$ cat src/rtl/wimax_pkg.sv
// Shared 802.16 interleaver constants, index type and the deinterleave address map.
// deint_addr is evaluated only at elaboration, so its divides never reach hardware.
package wimax_pkg;

    localparam int NCBPS_QPSK = 192;
    localparam int D_WIMAX    = 16;

    typedef logic [$clog2(NCBPS_QPSK)-1:0] bit_idx_t;

    // Received index j lands at FEC-order address k(j).
    function automatic int deint_addr(input int j, input int ncbps, input int s, input int d);
        int q;
        int m;
        q = (j * d) / ncbps;
        m = s * (j / s) + ((j + q) % s);
        return d * m - (ncbps - 1) * ((m * d) / ncbps);
    endfunction

endpackage

$ cat src/rtl/deint_pingpong_buf.sv
// Two-bank bit buffer for the deinterleaver: one random-address write port,
// one sequential-address read port (combinational read, contents never reset).
module deint_pingpong_buf #(
    parameter int NCBPS = 192,
    parameter int AW    = $clog2(NCBPS)
) (
    input  logic          clk,
    input  logic          we_i,
    input  logic          wbank_i,
    input  logic [AW-1:0] waddr_i,
    input  logic          wdata_i,
    input  logic          rbank_i,
    input  logic [AW-1:0] raddr_i,
    output logic          rdata_o
);

    logic [NCBPS-1:0] bank_q [2];

    always_ff @(posedge clk) begin
        if (we_i) begin
            bank_q[wbank_i][waddr_i] <= wdata_i;
        end
    end

    assign rdata_o = bank_q[rbank_i][raddr_i];

endmodule

$ cat src/rtl/deinterleaver_top.sv
// 802.16 receive deinterleaver: bits are scattered into a ping-pong bank by a
// constant address table and read back in order. DEINT_SOB_EN adds sob_out/blk_cnt.
module deinterleaver_top
    import wimax_pkg::*;
#(
    parameter int NCBPS = NCBPS_QPSK,
    parameter int NCPC  = 2,
    parameter int D     = D_WIMAX
) (
    input  logic        clk,
    input  logic        reset,
    input  logic        data_in,
    input  logic        valid_in,
    output logic        ready_out,
    output logic        data_out,
    output logic        valid_out,
`ifdef DEINT_SOB_EN
    output logic        sob_out,
    output logic [15:0] blk_cnt,
`endif
    input  logic        ready_in
);

    localparam int S  = (NCPC / 2 > 1) ? NCPC / 2 : 1;
    localparam int AW = $clog2(NCBPS);
    localparam logic [AW-1:0] LAST_IDX = AW'(NCBPS - 1);

    logic [AW-1:0] addr_tbl [NCBPS];

    for (genvar g = 0; g < NCBPS; g++) begin : g_addr
        assign addr_tbl[g] = AW'(deint_addr(g, NCBPS, S, D));
    end

    logic [1:0]    full_q, full_d;
    logic          wr_bank_q, wr_bank_d;
    logic          rd_bank_q, rd_bank_d;
    logic [AW-1:0] wr_cnt_q, wr_cnt_d;
    logic [AW-1:0] rd_cnt_q, rd_cnt_d;
    logic          wr_xfer, rd_xfer, wr_last, rd_last;
    logic          rd_bit;

    assign ready_out = !full_q[wr_bank_q];
    assign valid_out = full_q[rd_bank_q];
    assign wr_xfer   = valid_in && ready_out;
    assign rd_xfer   = valid_out && ready_in;
    assign wr_last   = wr_xfer && (wr_cnt_q == LAST_IDX);
    assign rd_last   = rd_xfer && (rd_cnt_q == LAST_IDX);
    assign data_out  = valid_out & rd_bit;

    // A finishing write targets an empty bank and a finishing read a full one,
    // so the set and clear below never hit the same flag.
    always_comb begin
        full_d    = full_q;
        wr_bank_d = wr_bank_q;
        rd_bank_d = rd_bank_q;
        wr_cnt_d  = wr_cnt_q;
        rd_cnt_d  = rd_cnt_q;
        if (wr_xfer) begin
            wr_cnt_d = wr_cnt_q + 1'b1;
        end
        if (wr_last) begin
            full_d[wr_bank_q] = 1'b1;
            wr_cnt_d          = '0;
            wr_bank_d         = !wr_bank_q;
        end
        if (rd_xfer) begin
            rd_cnt_d = rd_cnt_q + 1'b1;
        end
        if (rd_last) begin
            full_d[rd_bank_q] = 1'b0;
            rd_cnt_d          = '0;
            rd_bank_d         = !rd_bank_q;
        end
    end

    always_ff @(posedge clk) begin
        if (reset) begin
            full_q    <= '0;
            wr_bank_q <= 1'b0;
            rd_bank_q <= 1'b0;
            wr_cnt_q  <= '0;
            rd_cnt_q  <= '0;
        end else begin
            full_q    <= full_d;
            wr_bank_q <= wr_bank_d;
            rd_bank_q <= rd_bank_d;
            wr_cnt_q  <= wr_cnt_d;
            rd_cnt_q  <= rd_cnt_d;
        end
    end

    deint_pingpong_buf #(
        .NCBPS (NCBPS),
        .AW    (AW)
    ) u_buf (
        .clk     (clk),
        .we_i    (wr_xfer),
        .wbank_i (wr_bank_q),
        .waddr_i (addr_tbl[wr_cnt_q]),
        .wdata_i (data_in),
        .rbank_i (rd_bank_q),
        .raddr_i (rd_cnt_q),
        .rdata_o (rd_bit)
    );

`ifdef DEINT_SOB_EN
    logic [15:0] blk_cnt_q, blk_cnt_d;

    assign sob_out   = valid_out && (rd_cnt_q == '0);
    assign blk_cnt   = blk_cnt_q;
    assign blk_cnt_d = rd_last ? blk_cnt_q + 16'd1 : blk_cnt_q;

    always_ff @(posedge clk) begin
        if (reset) begin
            blk_cnt_q <= '0;
        end else begin
            blk_cnt_q <= blk_cnt_d;
        end
    end
`endif

endmodule

$ cat config.mk
export PLATFORM = sky130hd
export DESIGN_NAME = deinterleaver_top
export DESIGN_NICKNAME = d
export VERILOG_FILES = /design/src/rtl/wimax_pkg.sv /design/src/rtl/deint_pingpong_buf.sv /design/src/rtl/deinterleaver_top.sv
export SDC_FILE = /design/constraint.sdc
export NUM_CORES = 1
export LEC_CHECK = 0
export CORE_MARGIN = 2
export CORE_UTILIZATION = 63
export DETAILED_ROUTE_END_ITERATION = 7
export PLACE_DENSITY = 0.75
export REMOVE_ABC_BUFFERS = 1
export SLEW_MARGIN = 25
export SYNTH_ARGS = -nofsm -noshare
export SYNTH_HDL_FRONTEND = slang
export SYNTH_SLANG_ARGS = --single-unit
$ cat constraint.sdc
create_clock -name clk -period 3.3 [get_ports clk]
set_input_delay 0.66 -clock clk [delete_from_list [all_inputs] [get_ports clk]]
set_output_delay 0.66 -clock clk [all_outputs]
set_load 0.01 [all_outputs]
Yosys cells after proc, flatten, opt, wreduce, memory -nomap -nowiden
Memories as Yosys holds them, arrays and structs flattened. A register that Yosys moved wholly into a read port is not among the register bits. Index checks and enable logic that the tools add are counted.

Equal/unequal tests: 2. Add/subtract/negate cells: 2. Bitwise logic cells: 5. Reduce and logical (&&, ||, !) cells: 12. Mux-type cells: 20. $lt $le $gt $ge: 8.

Operator list (count): $mux 192 (1); $lt 8x9->1 const B (2); $add 8x1->8 const B (2); $eq 8x8->1 const B (2); $mux 8 (2); $mux 1 (11); $ge 9x9->1 const B (1); $not 8->9 (1); $bmux 1 s8 (1); $demux 1 s8 (1); $ge 8x1->1 const B (1); $logic_and 1x1->1 (7); $lt 1x2->1 const B (2); $mux 2 (2); $reduce_or 2->1 (2); $logic_not 1->1 (3); $and 2x2->2 (1); $demux 1 s1 (2); $ge 1x1->1 const B (2); $not 2->2 (1); $or 2x2->2 (1); $and 1x1->1 (1).

RAM bits: 384. Memories: 2. Flip-flop bits (word level): 20. Logic and storage cells: 56. Input bits: 5. Output and inout port bits: 3. Memory bits (read-only): 2048.

Memory list: (name not given) (depth 256, width 8, rd ports 1, clocked after Yosys merged registers in 0, wr ports 0, RTL line deinterleaver_top.sv:99) `.waddr_i (addr_tbl[wr_cnt_q]),`; u_buf.bank_q (depth 2, width 192, rd ports 1, clocked after Yosys merged registers in 1, wr ports 1, RTL line deint_pingpong_buf.sv:17) `logic [NCBPS-1:0] bank_q [2];`.

Depth between registers and ports, before layout
Gate-level depths: netlist of the first run.

Word-level depth: 9. Depth in mapped cells: 12. Depth with buffers taken out: 9.

Cells and area by module
Synthesis of the first run repeated with hierarchy kept, for this count alone.

Cell total of the unflattened synthesis: 1370. Area total of the unflattened synthesis: 18312.6 sq um.

Modules (own cells, without submodules): deint_pingpong_buf (area each 16987.5 sq um, cells each 1206, sequential area each 11531.1 sq um, times used 1); deinterleaver_top (area each 1325.0 sq um, cells each 164, sequential area each 400.4 sq um, times used 1).

Least setup slack after synthesis of the first run
No wires, ideal clock.

Path kind: flip-flop to output port. Start: reg with a tool-made name. End: out data_out. Arrival time: 2.156 ns. Cell stages (with the launch flop): 13. Path slack: 0.484 ns. Cells stage by stage: dfxtp_1 buf_6 buf_12 buf_12 buf_12 buf_8 mux2i_1 a221oi_1 a21oi_1 or3_1 a31oi_1 o41ai_1 a21oi_1.

RTL lines: end: declaration (RTL line deinterleaver_top.sv:15) `output logic data_out,`.

==> results.sh, run 1 <==
export IMPL_ys_seq_area_share_pct=64.3
export IMPL_synth_top_area_share_pct=62.1
export IMPL_critPathArrivalTime_ns=3.14
export IMPL_crit_required_ns=2.64
export IMPL_path_cells="buf_6 > mux4_2 > mux2i_1 > o22ai_1 > or4_4 > o311ai_4 > a21oi_2 > buf_2"
export IMPL_slowest_delay_ns=0.59
export IMPL_timing_worst_setup_path_type="reg2out"
export IMPL_status="finished with violations"
export IMPL_first_iter_violations=1627
export IMPL_async_reset_ff_share_pct=0
export IMPL_final_setup_skew_ns=0.0180
export IMPL_finalSetupViolations=1
export IMPL_synth_cells=1377
export IMPL_antenna_found_initial=0
export IMPL_fin_crit_ns=3.80
export IMPL_drive_gt1_share_pct=20.0
export IMPL_cp_slowest_cell="or4_4"
export IMPL_ios=8
export IMPL_via_count=12000
export IMPL_synth_most_common_cell="nor2_1"
export IMPL_critPathCapture="data_out"
export IMPL_synthTopCellsByCount="nor2_1, edfxtp_1, nand2_1, mux4_2, buf_2"
export IMPL_drt_pass1_iter_count=5
export IMPL_syn2layout_area_growth_pct=13.7
export IMPL_hold_viol_final=0
export IMPL_ys_flop_type="edfxtp_1"
export IMPL_ys_types=70
export IMPL_ir_drop_mv=0.338
export IMPL_num_nets_final=1462
export IMPL_post_drt_wl_per_cell_um=24.7
export IMPL_clockRootBuffer="clkbuf_16"
export IMPL_avgSynthCellArea_sq_um=13.5
export IMPL_grt_pass1_wl_um=69800
export IMPL_p_total_w=0.0106
export IMPL_first_global_vias=11800
export IMPL_die_height_um=176
export IMPL_yosysTopAreaCell="edfxtp_1"
export IMPL_ys_warn_count=0
export IMPL_drv_slew=0
export IMPL_overflow=0
export IMPL_port_buffers=7
export IMPL_synth_area_leaders="edfxtp_1, nor2_1, mux4_2"
export IMPL_initial_core_util_pct=64.4
export IMPL_reg2reg_depth=10
export IMPL_coreArea_sq_um=28900
export IMPL_final_util_pct=73.2
export IMPL_crit_fanout=5
export IMPL_place_ws_ns=-0.578
export IMPL_insertion_delay_ns=0.54
export IMPL_drt_antenna_violating_nets=0
export IMPL_max_freq_ghz=0.263
export IMPL_worstSetupStartpointType="register"
export IMPL_hold_ws_ns=0.568
export IMPL_clkSlewWorstSetupHoldPaths_ns=0.06
export IMPL_worst_r2r_setup_slack_ns=0.20
export IMPL_grt_max_degree=119
export IMPL_antenna_cells=0
export IMPL_die_x_um=176
export IMPL_rsz0062_at_grt="yes"
export IMPL_worst_hold_path_type="reg2reg"
export IMPL_power_density_nw_per_um2=501
export IMPL_worst_pin_slew_ns=0.813
export IMPL_cts_tree="built"
export IMPL_dpl_hpwl_um=27700
export IMPL_drv_cap=0
export IMPL_dp_cells=1770
export IMPL_viasPerCell=6.45
export IMPL_leakage_nw=6.52
export IMPL_slew_headroom_pct=45.2
export IMPL_gp_congestion=0.841
export IMPL_cp_end_kind="primary output"
export IMPL_rows=62
export IMPL_ys_ff_latch=405
export IMPL_ctsLongestPathBuffers=3
export IMPL_reg2reg_to="u_buf.bank_q[0][80]"
export IMPL_fin_cells=1861
export IMPL_drc=0
export IMPL_numCtsBuffers=41
export IMPL_r2r_start="wr_cnt_q[3]"
export IMPL_cts_hold_buf=0
export IMPL_grt_usage_pct=30.4
export IMPL_setup_slack_ns=-0.504
export IMPL_synth_area_sq_um=18600
export IMPL_finalWirelength_um=46000
export IMPL_htree_levels=2
export IMPL_fillerInstances=1882
export IMPL_synth_edf_count=384
export IMPL_clock_sinks=405
export IMPL_finalCritPeriodShare_pct=115
export IMPL_die_area_sq_um=30900
export IMPL_violations="negative setup slack"
through the flow:
step / area [sq um] / TNS [ns]
after floorplan: 17900 / -3.36
after global placement: 19500 / -0.569
after detailed placement: 19500 / -0.578
after CTS: 21000 / -0.419
after global routing: 21100 / -0.540
final: 21100 / -0.504
per-layer routing:
| metal | part of all wire, % | global-route usage (%) | wire (um) |
|---|---|---|---|
| met2 | 50 | 51.6 | 23200 |
| met1 | 37 | 40.0 | 17000 |
| met5 | 0 | 0 | 0 |
| met3 | 9.0 | 5.19 | 4130 |
| met4 | 3.5 | 11.4 | 1600 |
repair_timing:
| item | in CTS | in global routing |
|---|---|---|
| buffers inserted | 8 | 6 |
| pin swaps | 6 | 7 |
| cloned | 2 | 0 |
| resized for setup | 19 | 21 |
| endpoints found under the setup margin | 1 | 33 |
worst max-delay path, delay by kind of cell, from the launching register on:
kind | cells | cell delay [ns]
AOI/OAI and AO/OA | 3 | 0.61
and+or+nand+nor | 1 | 0.59
muxes | 2 | 0.69
buffers and inverters | 2 | 0.28
DFF | 1 | 0.43
layout by cell type (no fill, tap or decap), types with 11 or more instances in the layout:
| cell | netlist | routed |
|---|---|---|
| a21oi_1 | 16 | 14 |
| buf_12 | 3 | 14 |
| buf_4 | 5 | 108 |
| clkbuf_1 | 18 | 11 |
| clkbuf_16 | 0 | 43 |
| clkinv_1 | 1 | 11 |
| dfxtp_1 | 21 | 18 |
| edfxtp_1 | 384 | 384 |
| ha_1 | 13 | 13 |
| mux2i_1 | 57 | 57 |
| mux4_2 | 67 | 75 |
| nand2_1 | 69 | 66 |
| nand3_1 | 19 | 19 |
| nor2_1 | 434 | 433 |
| nor2b_1 | 11 | 11 |
| xnor2_1 | 11 | 11 |
cells by family (layout without fill, tap and decap cells):
| family | Yosys count | count (layout) | share of synthesized area (%) |
|---|---|---|---|
| compound gates | 84 | 84 | 3.32 |
| xor+xnor | 18 | 18 | 0.849 |
| mux | 143 | 143 | 13.6 |
| buf+inv | 121 | 221 | 3.87 |
| flops | 405 | 405 | 64.3 |
| fa+ha+maj | 13 | 13 | 0.876 |
| simple gates | 593 | 593 | 13.2 |
registers in the layout (all words and copies together), names as in the netlist, named ones only:
signal,count
u_buf.bank_q,384
rd_bank_q,1
wr_bank_q,1
rd_cnt_q,8
wr_cnt_q,8
full_q,2
where the power goes:
part	internal [W]	switching [W]	total (W)
combinational	0.0000391	0.000133	0.000172
sequential	0.00562	0.00000426	0.00562
clock	0.00290	0.00189	0.00479
total	0.00856	0.00202	0.0106
worst min-delay path by stage:
stage,start,to,cells after the start
after global routing,rd_bank_q,full_q[1],1
after CTS,rd_bank_q,full_q[1],1
after detailed placement,rd_bank_q,full_q[1],1
final,rd_bank_q,full_q[1],1
after floorplan,rd_bank_q,full_q[1],1
after global placement,full_q[0],full_q[0],2
cell type report:
| type | instances | area (sq um) | share of cell area, % |
|---|---|---|---|
| Sequential cell | 405 | 12000 | 56.6 |
| Multi-Input combinational cell | 851 | 5980 | 28.3 |
| Timing Repair Buffer | 135 | 1280 | 6.06 |
| Clock buffer | 56 | 1140 | 5.42 |
| Tap cell | 384 | 480 | 2.27 |
| Clock inverter | 20 | 245 | 1.16 |
| Inverter | 10 | 37.5 | 0.178 |
Power figures use the tool's default switching activity.
==> run 2: changes to the inputs <==
--- a/config.mk
+++ b/config.mk
@@ -5,6 +5,7 @@
 export SDC_FILE = /design/constraint.sdc
 export NUM_CORES = 1
 export LEC_CHECK = 0
+export CAP_MARGIN = 25
 export CORE_MARGIN = 2
 export CORE_UTILIZATION = 63
 export DETAILED_ROUTE_END_ITERATION = 7
==> results of run 2 <==
The final DEF is identical to that of run 1; final timing and power are the same.
==> run 3: changes to the inputs <==
==> constraint.sdc (replaced) <==
create_clock -name clk -period 3.3 [get_ports clk]
set_input_delay 0.66 -clock clk [delete_from_list [all_inputs] [get_ports clk]]
set_output_delay 0.66 -clock clk [all_outputs]
set_load 0.1 [all_outputs]
==> run 3 against run 2 <==
  * Global-route usage is 0.36 points lower
  * Setup slack lost 0.013 ns
  * Critical endpoint unchanged
  * Via count decreased by 1.6%
  * Critical path type unchanged
  * First-iteration DRC count down 11%
  * The run still ends with negative setup slack left
  * Cell area fell by 0.44%
==> results.sh, run 3 (synthesis results as in run 1) <==
export IMPL_fin_crit_ns=3.82
export IMPL_num_nets_final=1443
export IMPL_crit_required_ns=2.64
export IMPL_final_common_cell="nor2_1"
export IMPL_rows=62
export IMPL_ios=8
export IMPL_drt_pass1_iter_count=6
export IMPL_critPathArrivalTime_ns=3.16
export IMPL_largest_register_ffs=384
export IMPL_slew_headroom_pct=48.2
export IMPL_final_setup_skew_ns=0.0129
export IMPL_cts_hold_buf=0
export IMPL_finalWirelength_um=45100
export IMPL_clock_sinks=405
export IMPL_leakage_nw=6.47
export IMPL_port_buffers=7
export IMPL_setup_tns_ns=-0.517
export IMPL_timing_worst_setup_path_type="reg2out"
export IMPL_setup_slack_ns=-0.517
export IMPL_dpl_hpwl_um=26800
export IMPL_ctsLongestPathBuffers=3
export IMPL_seq_area_sq_um=12000
export IMPL_viasPerCell=6.41
export IMPL_worst_pin_slew_ns=0.769
export IMPL_antenna_found_initial=0
export IMPL_reg_top3="u_buf.bank_q (384), rd_cnt_q (8), wr_cnt_q (8)"
export IMPL_htree_levels=2
export IMPL_die_x_um=176
export IMPL_grt_pass1_wl_um=68900
export IMPL_worstSetupStartpointType="register"
export IMPL_grt_max_degree=114
export IMPL_rsz0062_at_grt="yes"
export IMPL_first_iter_violations=1441
export IMPL_worst_hold_path_type="reg2reg"
export IMPL_die_height_um=176
export IMPL_finalCritPeriodShare_pct=116
export IMPL_numCtsBuffers=42
export IMPL_grt_usage_pct=30.1
export IMPL_drt_antenna_violating_nets=0
export IMPL_power_density_nw_per_um2=510
export IMPL_first_global_vias=11800
export IMPL_drc=0
export IMPL_regMostFlops="u_buf.bank_q"
export IMPL_crit_fanout=7
export IMPL_fillerInstances=1848
export IMPL_antenna_cells=0
export IMPL_drive_gt1_share_pct=19.5
export IMPL_ir_drop_mv=0.408
export IMPL_gp_congestion=0.837
export IMPL_multiInputGateArea_sq_um=5990
export IMPL_overflow=0
export IMPL_clockRootBuffer="clkbuf_16"
export IMPL_place_ws_ns=-0.184
export IMPL_hold_viol_final=0
export IMPL_drv_cap=0
export IMPL_initial_core_util_pct=64.4
export IMPL_violations="negative setup slack"
export IMPL_drv_slew=0
export IMPL_hold_ws_ns=0.545
export IMPL_max_freq_ghz=0.262
export IMPL_cp_end_kind="primary output"
export IMPL_coreArea_sq_um=28900
export IMPL_layout_common_cells="nor2_1, edfxtp_1, buf_4"
export IMPL_syn2layout_area_growth_pct=13.3
export IMPL_finalSetupViolations=1
export IMPL_clkSlewWorstSetupHoldPaths_ns=0.06
export IMPL_die_area_sq_um=30900
export IMPL_final_util_pct=72.9
export IMPL_cts_tree="built"
export IMPL_post_drt_wl_per_cell_um=24.5
export IMPL_status="finished with violations"
export IMPL_insertion_delay_ns=0.54
export IMPL_via_count=11800
-- run 3: changes by cell type in the layout (fill, tap and decap cells not counted), sizes merged --
cell,before,now
bufbuf,1,0
buf,128,111
bufinv,6,5
inv,11,10
clkinvlp,0,1
clkdlybuf4s50,5,3
clkbuf,57,60
-- run 3: path summary, 6_finish.rpt --
| check | startpoint | to | slack [ns] | cells after the start |
|---|---|---|---|---|
| min reg2reg | rd_bank_q | full_q[1] | 0.54 | 1 |
| max | rd_cnt_q[2] | data_out | -0.52 | 8 |
| min | rd_bank_q | full_q[1] | 0.54 | 1 |
| max reg2reg | wr_cnt_q[3] | u_buf.bank_q[0][148] | 0.24 | 10 |
-- run 3: per-layer routing --
metal | up-vias | part of all wire (%) | GRT usage, %
met1 | 5914 | 37 | 40.0
met5 | - | 0 | 0
met3 | 116 | 10 | 6.69
li1 | 5118 | - | -
met2 | 666 | 49 | 48.6
met4 | 0 | 4.1 | 12.7
-- run 3: worst max-delay path: stages (launching register included) --
cell	delay, ns
dfxtp_1	0.38
clkinv_1	0.35
buf_4	0.32
a221oi_1	0.43
a222oi_1	0.23
nor3_1	0.33
o41ai_2	0.12
a21oi_2	0.25
buf_12	0.21
-- run 3: repair_timing --
action / in CTS / in global routing
gates cloned: 2 / 0
resized for setup: 26 / 9
pin swaps: 9 / 2
endpoints found under the setup margin: 1 / 115
setup buffers: 12 / 0
-- run 3: power breakdown --
group	switching [W]	internal [W]
clock	0.00195	0.00299
sequential	0.00000413	0.00562
combinational	0.000133	0.0000372
total	0.00208	0.00865
-- run 3: final cells by class --
cell class                      instances  share of cell area (%)
Multi-Input combinational cell        851                    28.5
Clock inverter                         19                    1.06
Timing Repair Buffer                  115                    5.28
Clock buffer                           59                    5.84
Sequential cell                       405                    56.9
Tap cell                              384                    2.28
Inverter                               10                   0.178
-- run 3: metrics by stage --
stage	std cells	power [W]	instance area, sq um
floorplan	1266	0.00579	17900
global placement	1752	0.00589	19300
detailed placement	1752	0.00590	19300
CTS	1843	0.0107	21000
global route	1843	0.0110	21000
finish	1843	0.0107	21000
